===== src/rtl/rab_inval_pkg.sv =====
// rab_inval_pkg: shared types and width helpers for the RAB range-invalidation
// controller.
//   inv_state_e : walker FSM states
//   idx_width() : bits needed to address NUM_SLICES slices (never below 1)
//   cnt_width() : bits needed to count 0..NUM_SLICES cleared slices
package rab_inval_pkg;

  typedef enum logic [2:0] {
    ST_IDLE,
    ST_READ,
    ST_CHECK,
    ST_CLEAR,
    ST_DONE
  } inv_state_e;

  // A single-slice configuration still needs a 1-bit index port.
  function automatic int idx_width(input int n);
    return (n > 1) ? $clog2(n) : 1;
  endfunction

  function automatic int cnt_width(input int n);
    return $clog2(n + 1);
  endfunction

endpackage


===== src/rtl/rab_range_overlap.sv =====
// rab_range_overlap: decides whether one enabled RAB slice intersects the
// requested invalidation range. Both ranges are inclusive and compared as
// unsigned full-width values.
//   en        : slice enable bit
//   slc_start : slice lower bound
//   slc_end   : slice upper bound
//   inv_start : invalidation lower bound
//   inv_end   : invalidation upper bound
//   hit       : slice is enabled and overlaps the invalidation range
module rab_range_overlap #(
  parameter int AW = 32
) (
  input  logic          en,
  input  logic [AW-1:0] slc_start,
  input  logic [AW-1:0] slc_end,
  input  logic [AW-1:0] inv_start,
  input  logic [AW-1:0] inv_end,
  output logic          hit
);

  // Two inclusive intervals overlap unless one lies wholly past the other.
  assign hit = en && (slc_start <= inv_end) && (inv_start <= slc_end);

endmodule


===== src/rtl/rab_inval_ctrl.sv =====
// rab_inval_ctrl: walks every L1 RAB slice, reads its bounds and clears the
// enable bit of each enabled slice that overlaps an inclusive invalidation
// range. New translations are held off for the duration of the walk.
//   clk_i, rst_i        : clock, synchronous active-high reset
//   inv_valid_i/ready_o : request handshake (accepted when both high)
//   inv_start_i/end_i   : inclusive invalidation range, sampled at accept
//   inv_done_o          : one-cycle completion pulse
//   inv_err_o           : range was illegal (start > end), valid with done
//   inv_count_o         : number of slices cleared, valid with done
//   slc_idx_o           : slice currently addressed
//   slc_rd_o            : slice read strobe; contents return next cycle
//   slc_start_i/end_i/en_i : slice contents
//   slc_clr_o           : clear enable bit of slice slc_idx_o
//   hold_o              : stall new translations while the walk is active
module rab_inval_ctrl
  import rab_inval_pkg::*;
#(
  parameter int NUM_SLICES = 16,
  parameter int AW         = 32
) (
  input  logic                               clk_i,
  input  logic                               rst_i,
  input  logic                               inv_valid_i,
  output logic                               inv_ready_o,
  input  logic [AW-1:0]                      inv_start_i,
  input  logic [AW-1:0]                      inv_end_i,
  output logic                               inv_done_o,
  output logic                               inv_err_o,
  output logic [cnt_width(NUM_SLICES)-1:0]   inv_count_o,
  output logic [idx_width(NUM_SLICES)-1:0]   slc_idx_o,
  output logic                               slc_rd_o,
  input  logic [AW-1:0]                      slc_start_i,
  input  logic [AW-1:0]                      slc_end_i,
  input  logic                               slc_en_i,
  output logic                               slc_clr_o,
  output logic                               hold_o
);

  localparam int IDX_W = idx_width(NUM_SLICES);
  localparam int CNT_W = cnt_width(NUM_SLICES);
  localparam logic [IDX_W-1:0] LAST_IDX = IDX_W'(NUM_SLICES - 1);
  localparam logic [CNT_W-1:0] MAX_CNT  = CNT_W'(NUM_SLICES);

  inv_state_e       state_reg, state_next;
  logic [IDX_W-1:0] idx_reg, idx_next;
  logic [CNT_W-1:0] cnt_reg, cnt_next;
  logic [AW-1:0]    start_reg, start_next;
  logic [AW-1:0]    end_reg, end_next;
  logic             err_reg, err_next;
  logic             rd_reg, clr_reg, done_reg, hold_reg;
  logic             hit;

  rab_range_overlap #(
    .AW(AW)
  ) u_overlap (
    .en        (slc_en_i),
    .slc_start (slc_start_i),
    .slc_end   (slc_end_i),
    .inv_start (start_reg),
    .inv_end   (end_reg),
    .hit       (hit)
  );

  always_comb begin
    state_next = state_reg;
    idx_next   = idx_reg;
    cnt_next   = cnt_reg;
    start_next = start_reg;
    end_next   = end_reg;
    err_next   = err_reg;
    case (state_reg)
      ST_IDLE: begin
        if (inv_valid_i) begin
          start_next = inv_start_i;
          end_next   = inv_end_i;
          cnt_next   = '0;
          idx_next   = '0;
          err_next   = (inv_start_i > inv_end_i);
          // An inverted range never touches the slice table.
          state_next = (inv_start_i > inv_end_i) ? ST_DONE : ST_READ;
        end
      end
      ST_READ: state_next = ST_CHECK;
      ST_CHECK: begin
        if (hit) begin
          state_next = ST_CLEAR;
        end else if (idx_reg == LAST_IDX) begin
          state_next = ST_DONE;
        end else begin
          idx_next   = idx_reg + IDX_W'(1);
          state_next = ST_READ;
        end
      end
      ST_CLEAR: begin
        if (cnt_reg != MAX_CNT) begin
          cnt_next = cnt_reg + CNT_W'(1);
        end
        if (idx_reg == LAST_IDX) begin
          state_next = ST_DONE;
        end else begin
          idx_next   = idx_reg + IDX_W'(1);
          state_next = ST_READ;
        end
      end
      ST_DONE: state_next = ST_IDLE;
      default: state_next = ST_IDLE;
    endcase
  end

  // Strobe outputs are registered from the next state so they line up with
  // the state they belong to without any decode glitches.
  always_ff @(posedge clk_i) begin
    if (rst_i) begin
      state_reg <= ST_IDLE;
      idx_reg   <= '0;
      cnt_reg   <= '0;
      start_reg <= '0;
      end_reg   <= '0;
      err_reg   <= 1'b0;
      rd_reg    <= 1'b0;
      clr_reg   <= 1'b0;
      done_reg  <= 1'b0;
      hold_reg  <= 1'b0;
    end else begin
      state_reg <= state_next;
      idx_reg   <= idx_next;
      cnt_reg   <= cnt_next;
      start_reg <= start_next;
      end_reg   <= end_next;
      err_reg   <= err_next;
      rd_reg    <= (state_next == ST_READ);
      clr_reg   <= (state_next == ST_CLEAR);
      done_reg  <= (state_next == ST_DONE);
      hold_reg  <= (state_next != ST_IDLE);
    end
  end

  // Ready is gated by reset directly so no request can be taken while reset
  // is being applied, even though the state register still reads IDLE.
  assign inv_ready_o = (state_reg == ST_IDLE) && !rst_i;
  assign inv_done_o  = done_reg;
  assign inv_err_o   = err_reg;
  assign inv_count_o = cnt_reg;
  assign slc_idx_o   = idx_reg;
  assign slc_rd_o    = rd_reg;
  assign slc_clr_o   = clr_reg;
  assign hold_o      = hold_reg;

endmodule

===== config.mk =====
export PLATFORM = sky130hd
export DESIGN_NAME = rab_inval_ctrl
export DESIGN_NICKNAME = d
export VERILOG_FILES = /design/src/rtl/rab_inval_pkg.sv /design/src/rtl/rab_range_overlap.sv /design/src/rtl/rab_inval_ctrl.sv
export SDC_FILE = /design/constraint.sdc
export NUM_CORES = 1
export LEC_CHECK = 0
export CORE_MARGIN = 4
export CORE_UTILIZATION = 53
export CTS_CLUSTER_SIZE = 20
export DETAILED_ROUTE_END_ITERATION = 8
export PLACE_DENSITY = 0.87
export SYNTH_ARGS = -nofsm -noshare
export SYNTH_HDL_FRONTEND = slang
export SYNTH_SLANG_ARGS = --single-unit

===== constraint.sdc =====
create_clock -name clk_i -period 4.7 [get_ports clk_i]
set_input_delay 1.175 -clock clk_i [delete_from_list [all_inputs] [get_ports clk_i]]
set_output_delay 1.175 -clock clk_i [all_outputs]
set_load 0.01 [all_outputs]

---- Word-level counts from Yosys, hierarchy flattened ----
Cells that the tools add are included.
operators by class
  $add $sub $neg .......................... 2
  order comparisons ....................... 3
  equality and inequality tests ........... 11
  muxes and demuxes ....................... 12
  reduce and logical (&&, ||, !) cells .... 11
operator list
  kind                                                                    number
  32-bit <= comparator                                                    2
  32-bit greater-than comparator                                          1
  3-bit two-way mux                                                       4
  4-bit two-way mux                                                       3
  3-bit one-hot mux with 4 select lines                                   1
  4-bit one-hot mux with 3 select lines                                   1
  5-bit two-way mux                                                       2
  5-bit one-hot mux with 2 select lines                                   1
  3-bit by 2-bit equality test with 1-bit output (second input constant)  3
  3-bit by 1-bit equality test with 1-bit output (second input constant)  2
  2-bit inequality test (second input constant)                           3
  3-bit AND reduction                                                     2
  3-bit nonzero test                                                      2
  5-bit by 1-bit adder with 5-bit output (second input constant)          1
  5-bit inequality test (second input constant)                           1
  4-bit by 1-bit adder with 4-bit output (second input constant)          1
  4-bit equality test (second input constant)                             1
  3-bit equality test (second input constant)                             1
  1-bit logical AND                                                       3
  3-bit logical NOT                                                       1
  2-bit AND reduction                                                     1
  2-bit nonzero test                                                      1
  1-bit logical NOT                                                       1
storage, ports and cells
  bits in registers ....................... 81
  input bits .............................. 132
  output and inout bits ................... 15
  word-level logic and storage cells ...... 49

---- Longest topological paths before layout ----
  depth after elaboration ................. 6
  depth in mapped cells ................... 10
  depth with buffers taken out ............ 10

---- Cells and area by module ----
Synthesis repeated with hierarchy kept, for this count alone.
unflattened totals
  cell total of the unflattened synthesis .. 715
  area, all modules ....................... 5446.5 um2
modules (own cells, without submodules)
  module             times used  cells each  area each (um2)  seq. area each (um2)
  rab_inval_ctrl     1           481         3802.4           1621.6
  rab_range_overlap  1           234         1644.1           0.0

---- Worst setup path after synthesis ----
Ideal clock, no wire load.
  path type ............................... input -> output
  from .................................... input port rst_i
  to ...................................... output port inv_ready_o
  data arrival time ....................... 1940 ps
  required time ........................... 3525 ps
  setup slack ............................. 1585 ps
  cell stages on the path ................. 3
  path buffers ............................ 2
  path through ............................ clkbuf_1 > clkbuf_1 > nor4_1
between the ends
  word-level cells in the longest chain between the ends .. 2
ends and longest elaborated chain
  element            line                   text
  start, declared    rab_inval_ctrl.sv:22   input logic rst_i,
  1-bit logical NOT  rab_inval_ctrl.sv:140  assign inv_ready_o = (state_reg == ST_IDLE) && !rst_i;
  1-bit logical AND  rab_inval_ctrl.sv:140
  end, declared      rab_inval_ctrl.sv:24   output logic inv_ready_o,
No other way between the ends.

---- Worst setup path in the final report ----
  from .................................... input port slc_start_i[14]
  to ...................................... register idx_reg[1], in the netlist slc_idx_o[1]
between the ends
  word-level cells in the longest chain between the ends .. 5
ends and longest elaborated chain
  element                          line                     text
  start, declared                  rab_inval_ctrl.sv:32     input logic [AW-1:0] slc_start_i,
  32-bit <= comparator             rab_range_overlap.sv:22  assign hit = en && (slc_start <= inv_end) && (inv_start <= slc_end);
  1-bit logical AND (2 in series)  rab_range_overlap.sv:22
  2-bit inequality test (no line)  n/a
  3-bit AND reduction (no line)    n/a
  end signal, assigned             rab_inval_ctrl.sv:126    idx_reg <= idx_next;
  end, declared                    rab_inval_ctrl.sv:45     logic [IDX_W-1:0] idx_reg, idx_next;
No other way between the ends.
A chain may end at the register's enable or synchronous reset.

==> flow_results.xml <==
<?xml version="1.0" encoding="UTF-8"?>
<metrics>
  <group name="synth">
    <metric name="synth-compound-area-share" unit="">0.163</metric>
    <metric name="synth-async-reset-ratio" unit="">0</metric>
    <metric name="post_synth_mux_area_share" unit="">0.00183</metric>
    <metric name="synth-xor-area-share" unit="">0.00642</metric>
    <metric name="synth-main-ff-cell" unit="">sky130_fd_sc_hd__dfxtp_1</metric>
    <metric name="synth_common_cells" unit="">159 x sky130_fd_sc_hd__nand2_1, 103 x sky130_fd_sc_hd__a21oi_1, 100 x sky130_fd_sc_hd__inv_1</metric>
    <metric name="yosys.area_share.adder" unit="">0.227</metric>
    <metric name="yosys.area.top_type_share" unit="">0.297</metric>
    <metric name="edff_count_synth" unit="">0</metric>
    <metric name="post-synth-top-area-cell" unit="">sky130_fd_sc_hd__dfxtp_1</metric>
    <metric name="synth_top_family_by_area" unit="">adder cells</metric>
    <metric name="post_synth.cell_area_avg" unit="um2">7.67</metric>
    <metric name="synth.most_common_cell" unit="">sky130_fd_sc_hd__nand2_1</metric>
    <metric name="synthCells" unit="">712</metric>
    <metric name="nets_in_the_synthesized_netlist" unit="">943</metric>
    <metric name="synth.ff_latch_count" unit="">81</metric>
    <metric name="syn_area" unit="um2">5460</metric>
    <metric name="seq_area_frac_synth" unit="">0.297</metric>
    <metric name="synth.top_cells.by_area" unit="">sky130_fd_sc_hd__dfxtp_1 30%, sky130_fd_sc_hd__ha_1 23%, sky130_fd_sc_hd__nand2_1 11%, sky130_fd_sc_hd__a21oi_1 9.4%, sky130_fd_sc_hd__inv_1 6.9%</metric>
    <metric name="yosys.area_share.simple" unit="">0.218</metric>
    <metric name="yosysUniqueCellTypes" unit="">53</metric>
    <metric name="yosysWarningCount" unit="">0</metric>
  </group>
  <group name="critical_path">
    <metric name="cp.arrival" unit="ns">3.79</metric>
    <metric name="worst_setup_path_start_kind" unit="">primary input</metric>
    <metric name="r2r_end" unit="">slc_idx_o[1]</metric>
    <metric name="cp_capture_point" unit="">slc_idx_o[1]</metric>
    <metric name="worstSetupStartpoint" unit="">slc_start_i[14]</metric>
    <metric name="critical_path.max_fanout" unit="">6</metric>
    <metric name="critPathKind" unit="">in2reg</metric>
    <metric name="worstSetupEndpointType" unit="">flip-flop</metric>
    <metric name="worst_r2r_startpoint" unit="">end_reg[14]</metric>
    <metric name="critical_path_required" unit="ns">4.91</metric>
    <metric name="setup.reg_to_reg.worst_slack" unit="ns">1.98</metric>
    <metric name="r2r_cells" unit="">10</metric>
  </group>
  <group name="clocking">
    <metric name="cts_hold_buf" unit="">0</metric>
    <metric name="cts-htree-levels" unit="">3</metric>
    <metric name="cts-resized-gates" unit="">0</metric>
    <metric name="tritoncts_clock_tree" unit="">done</metric>
    <metric name="worstSkewPairLatency" unit="ns">0.34</metric>
    <metric name="clkTransAtPathRegs" unit="ns">0.08</metric>
    <metric name="cts-root-to-sink-buffers" unit="">2</metric>
    <metric name="inserted_clock_buffers" unit="">9</metric>
    <metric name="ctsRootBufferMaster" unit="">sky130_fd_sc_hd__clkbuf_8</metric>
    <metric name="cts.repair_timing.setup_buffer_count" unit="">0</metric>
    <metric name="cts.sink_count" unit="">81</metric>
  </group>
  <group name="floorplan">
    <metric name="placement_rows" unit="">36</metric>
    <metric name="fp.coreArea" unit="um2">9910</metric>
    <metric name="die_width" unit="um">110</metric>
    <metric name="die_y" unit="um">110</metric>
    <metric name="fp.dieArea" unit="um2">12000</metric>
    <metric name="num_io_pins" unit="">147</metric>
    <metric name="floorplan.initialDensity" unit="">0.551</metric>
  </group>
  <group name="drt">
    <metric name="met2_length" unit="mm">7.79</metric>
    <metric name="average_wire_per_cell_in_the_routed_design" unit="um">15.8</metric>
    <metric name="met1Wirelength" unit="mm">6.03</metric>
    <metric name="dr.pass1.iters" unit="">5</metric>
    <metric name="top_signal_layer_used" unit="">met4</metric>
    <metric name="drt_iter0_drc" unit="">259</metric>
    <metric name="avgViaCountPerCell" unit="">5.57</metric>
    <metric name="postRouteWirelength" unit="mm">15.5</metric>
    <metric name="met3RoutedLength" unit="mm">1.22</metric>
    <metric name="via_count" unit="">5482</metric>
    <metric name="drt_drc_violations_left" unit="">0</metric>
    <metric name="ant_nets" unit="">0</metric>
  </group>
  <group name="sta">
    <metric name="timing_max_transition_violations_final" unit="">0</metric>
    <metric name="grt_setup_unrepaired" unit="">no</metric>
    <metric name="max_freq" unit="MHz">279</metric>
    <metric name="final.setup_skew" unit="ns">0.00594</metric>
    <metric name="tightest_slew" unit="ns">0.840</metric>
    <metric name="finalHoldViolCount" unit="">0</metric>
    <metric name="slew_headroom" unit="">0.440</metric>
    <metric name="post-route-period-util" unit="">0.763</metric>
    <metric name="layout_min_cycle_time" unit="ns">3.59</metric>
    <metric name="setup_viol" unit="">0</metric>
    <metric name="setup_tns" unit="ns">0</metric>
  </group>
  <group name="worst_hold_path">
    <metric name="min_delay_src" unit="">end_reg[25]</metric>
    <metric name="min-delay-path-class" unit="">reg2reg</metric>
  </group>
  <group name="finish">
    <metric name="layout.nets" unit="">1077</metric>
    <metric name="layout-drive-gt1-share" unit="">0.0447</metric>
    <metric name="area_growth_syn_to_layout" unit="%">33.1</metric>
    <metric name="area.sequential" unit="um2">1620</metric>
    <metric name="final_core_util" unit="">0.733</metric>
    <metric name="fill_cells" unit="">777</metric>
    <metric name="stdcell_area" unit="um2">7270</metric>
    <metric name="multi_input_combinational_cell_area" unit="um2">3370</metric>
    <metric name="final_cell_count_no_fill" unit="">984</metric>
    <metric name="n_antenna_cell" unit="">0</metric>
  </group>
  <group name="job">
    <metric name="drv_cap" unit="">0</metric>
  </group>
  <group name="global_route">
    <metric name="grt_overflow" unit="">0</metric>
    <metric name="pin_count_of_the_biggest_net_entering_global_routing" unit="">81</metric>
    <metric name="globalRouteTotalUtil" unit="">0.250</metric>
    <metric name="grt_pass1_wl" unit="mm">23.8</metric>
    <metric name="number_of_antenna_violations_at_the_first_check_in_global_routing" unit="">0</metric>
    <metric name="first_global_vias" unit="">5395</metric>
  </group>
  <group name="status">
    <metric name="status" unit="">finished, final reports clean</metric>
  </group>
  <group name="placement">
    <metric name="placedCellCount" unit="">968</metric>
    <metric name="place.port_buffers" unit="">146</metric>
    <metric name="hpwlAfterDp" unit="mm">12.3</metric>
    <metric name="post_dp_cell_area" unit="um2">7010</metric>
    <metric name="gp_congestion" unit="">0.882</metric>
  </group>
  <group name="power">
    <metric name="finalPower" unit="uW">1940</metric>
    <metric name="power-per-cell-area" unit="nW/um2">266</metric>
    <metric name="power.static_leakage" unit="uW">0.00321</metric>
    <metric name="vdd_ir_drop_max" unit="uV">215</metric>
  </group>
</metrics>
[critical path, stage by stage]
cell and delay (ns):
sky130_fd_sc_hd__clkdlybuf4s50_1 0.42, sky130_fd_sc_hd__ha_1 0.32, sky130_fd_sc_hd__nand4_1 0.19, sky130_fd_sc_hd__nor4_1 0.53, sky130_fd_sc_hd__nand4_1 0.18, sky130_fd_sc_hd__a21boi_0 0.16
sky130_fd_sc_hd__o21ba_2 0.36, sky130_fd_sc_hd__a32oi_4 0.18, sky130_fd_sc_hd__mux2i_1 0.22, sky130_fd_sc_hd__nor3_2 0.05
[metrics by stage]
stage | setup slack [ns] | hold WS (ns)
finish | 1.11 | 0.459
global route | 0.982 | 0.477
CTS | 1.15 | 0.458
detailed placement | 0.777 | 0.448
global placement | 0.840 | 0.446
floorplan | 1.59 | 0.436
[area by class of cell]
cell class	instances	share of cell area
repair buffers	149	0.204
flip-flops and latches	81	0.223
inverters	100	0.0517
well taps	133	0.0229
clock inverters	6	0.0158
multi-input cells	505	0.464
clock buffers	10	0.0189
[worst min path at each step]
stage                   to  slack [ns]  cells after the start
2_1_floorplan  end_reg[10]        0.44                      2
3_3_place_gp   end_reg[12]        0.45                      2
3_5_place_dp   end_reg[25]        0.45                      2
4_1_cts        end_reg[25]        0.46                      2
5_1_grt        end_reg[16]        0.48                      2
6_report       end_reg[25]        0.46                      2
[cell usage in the layout, fill, tap and decap left out, types with 3 or more instances in the layout]
cell type                         Yosys  layout
sky130_fd_sc_hd__o21ai_0             11      11
sky130_fd_sc_hd__a21oi_1            103     103
sky130_fd_sc_hd__bufinv_16            0       3
sky130_fd_sc_hd__dfxtp_1             81      81
sky130_fd_sc_hd__nor2b_1              3       3
sky130_fd_sc_hd__nand4_2              3       3
sky130_fd_sc_hd__buf_4                0       3
sky130_fd_sc_hd__o211ai_1             3       3
sky130_fd_sc_hd__nand4_1             20      20
sky130_fd_sc_hd__clkbuf_8             0      10
sky130_fd_sc_hd__a21o_1               4       4
sky130_fd_sc_hd__ha_1                99      99
sky130_fd_sc_hd__nand3_1             16      16
sky130_fd_sc_hd__nor2_1              19      19
sky130_fd_sc_hd__a221o_1              3       3
sky130_fd_sc_hd__nand2_1            159     159
sky130_fd_sc_hd__clkdlybuf4s50_1      0     145
sky130_fd_sc_hd__nor3_1              10      10
sky130_fd_sc_hd__inv_1              100     100
sky130_fd_sc_hd__a211oi_1             5       5
sky130_fd_sc_hd__xor2_1               3       3
[metal layers]
| layer | vias to the layer above | GRT usage |
|---|---|---|
| met5 | - | 0 |
| met2 | 225 | 0.452 |
| met1 | 2525 | 0.281 |
| li1 | 2684 | - |
| met4 | 0 | 0.114 |
| met3 | 48 | 0.0511 |
[cells by family (layout without fill, tap and decap cells)]
family                   after synthesis  after routing
AO/OA/AOI/OAI                        148            148
adder cells (fa/ha/maj)               99             99
XOR/XNOR                               4              4
AND/OR/NAND/NOR                      253            253
buffers and inverters                126            265
flip-flops                            81             81
multiplexers                           1              1
[power breakdown]
| part | internal, uW | leakage (uW) | switching [uW] |
|---|---|---|---|
| combinational | 256 | 0.00242 | 282 |
| sequential | 739 | 0.000664 | 34.7 |
| clock | 369 | 0.000123 | 255 |
Power figures use the tool's default switching activity.
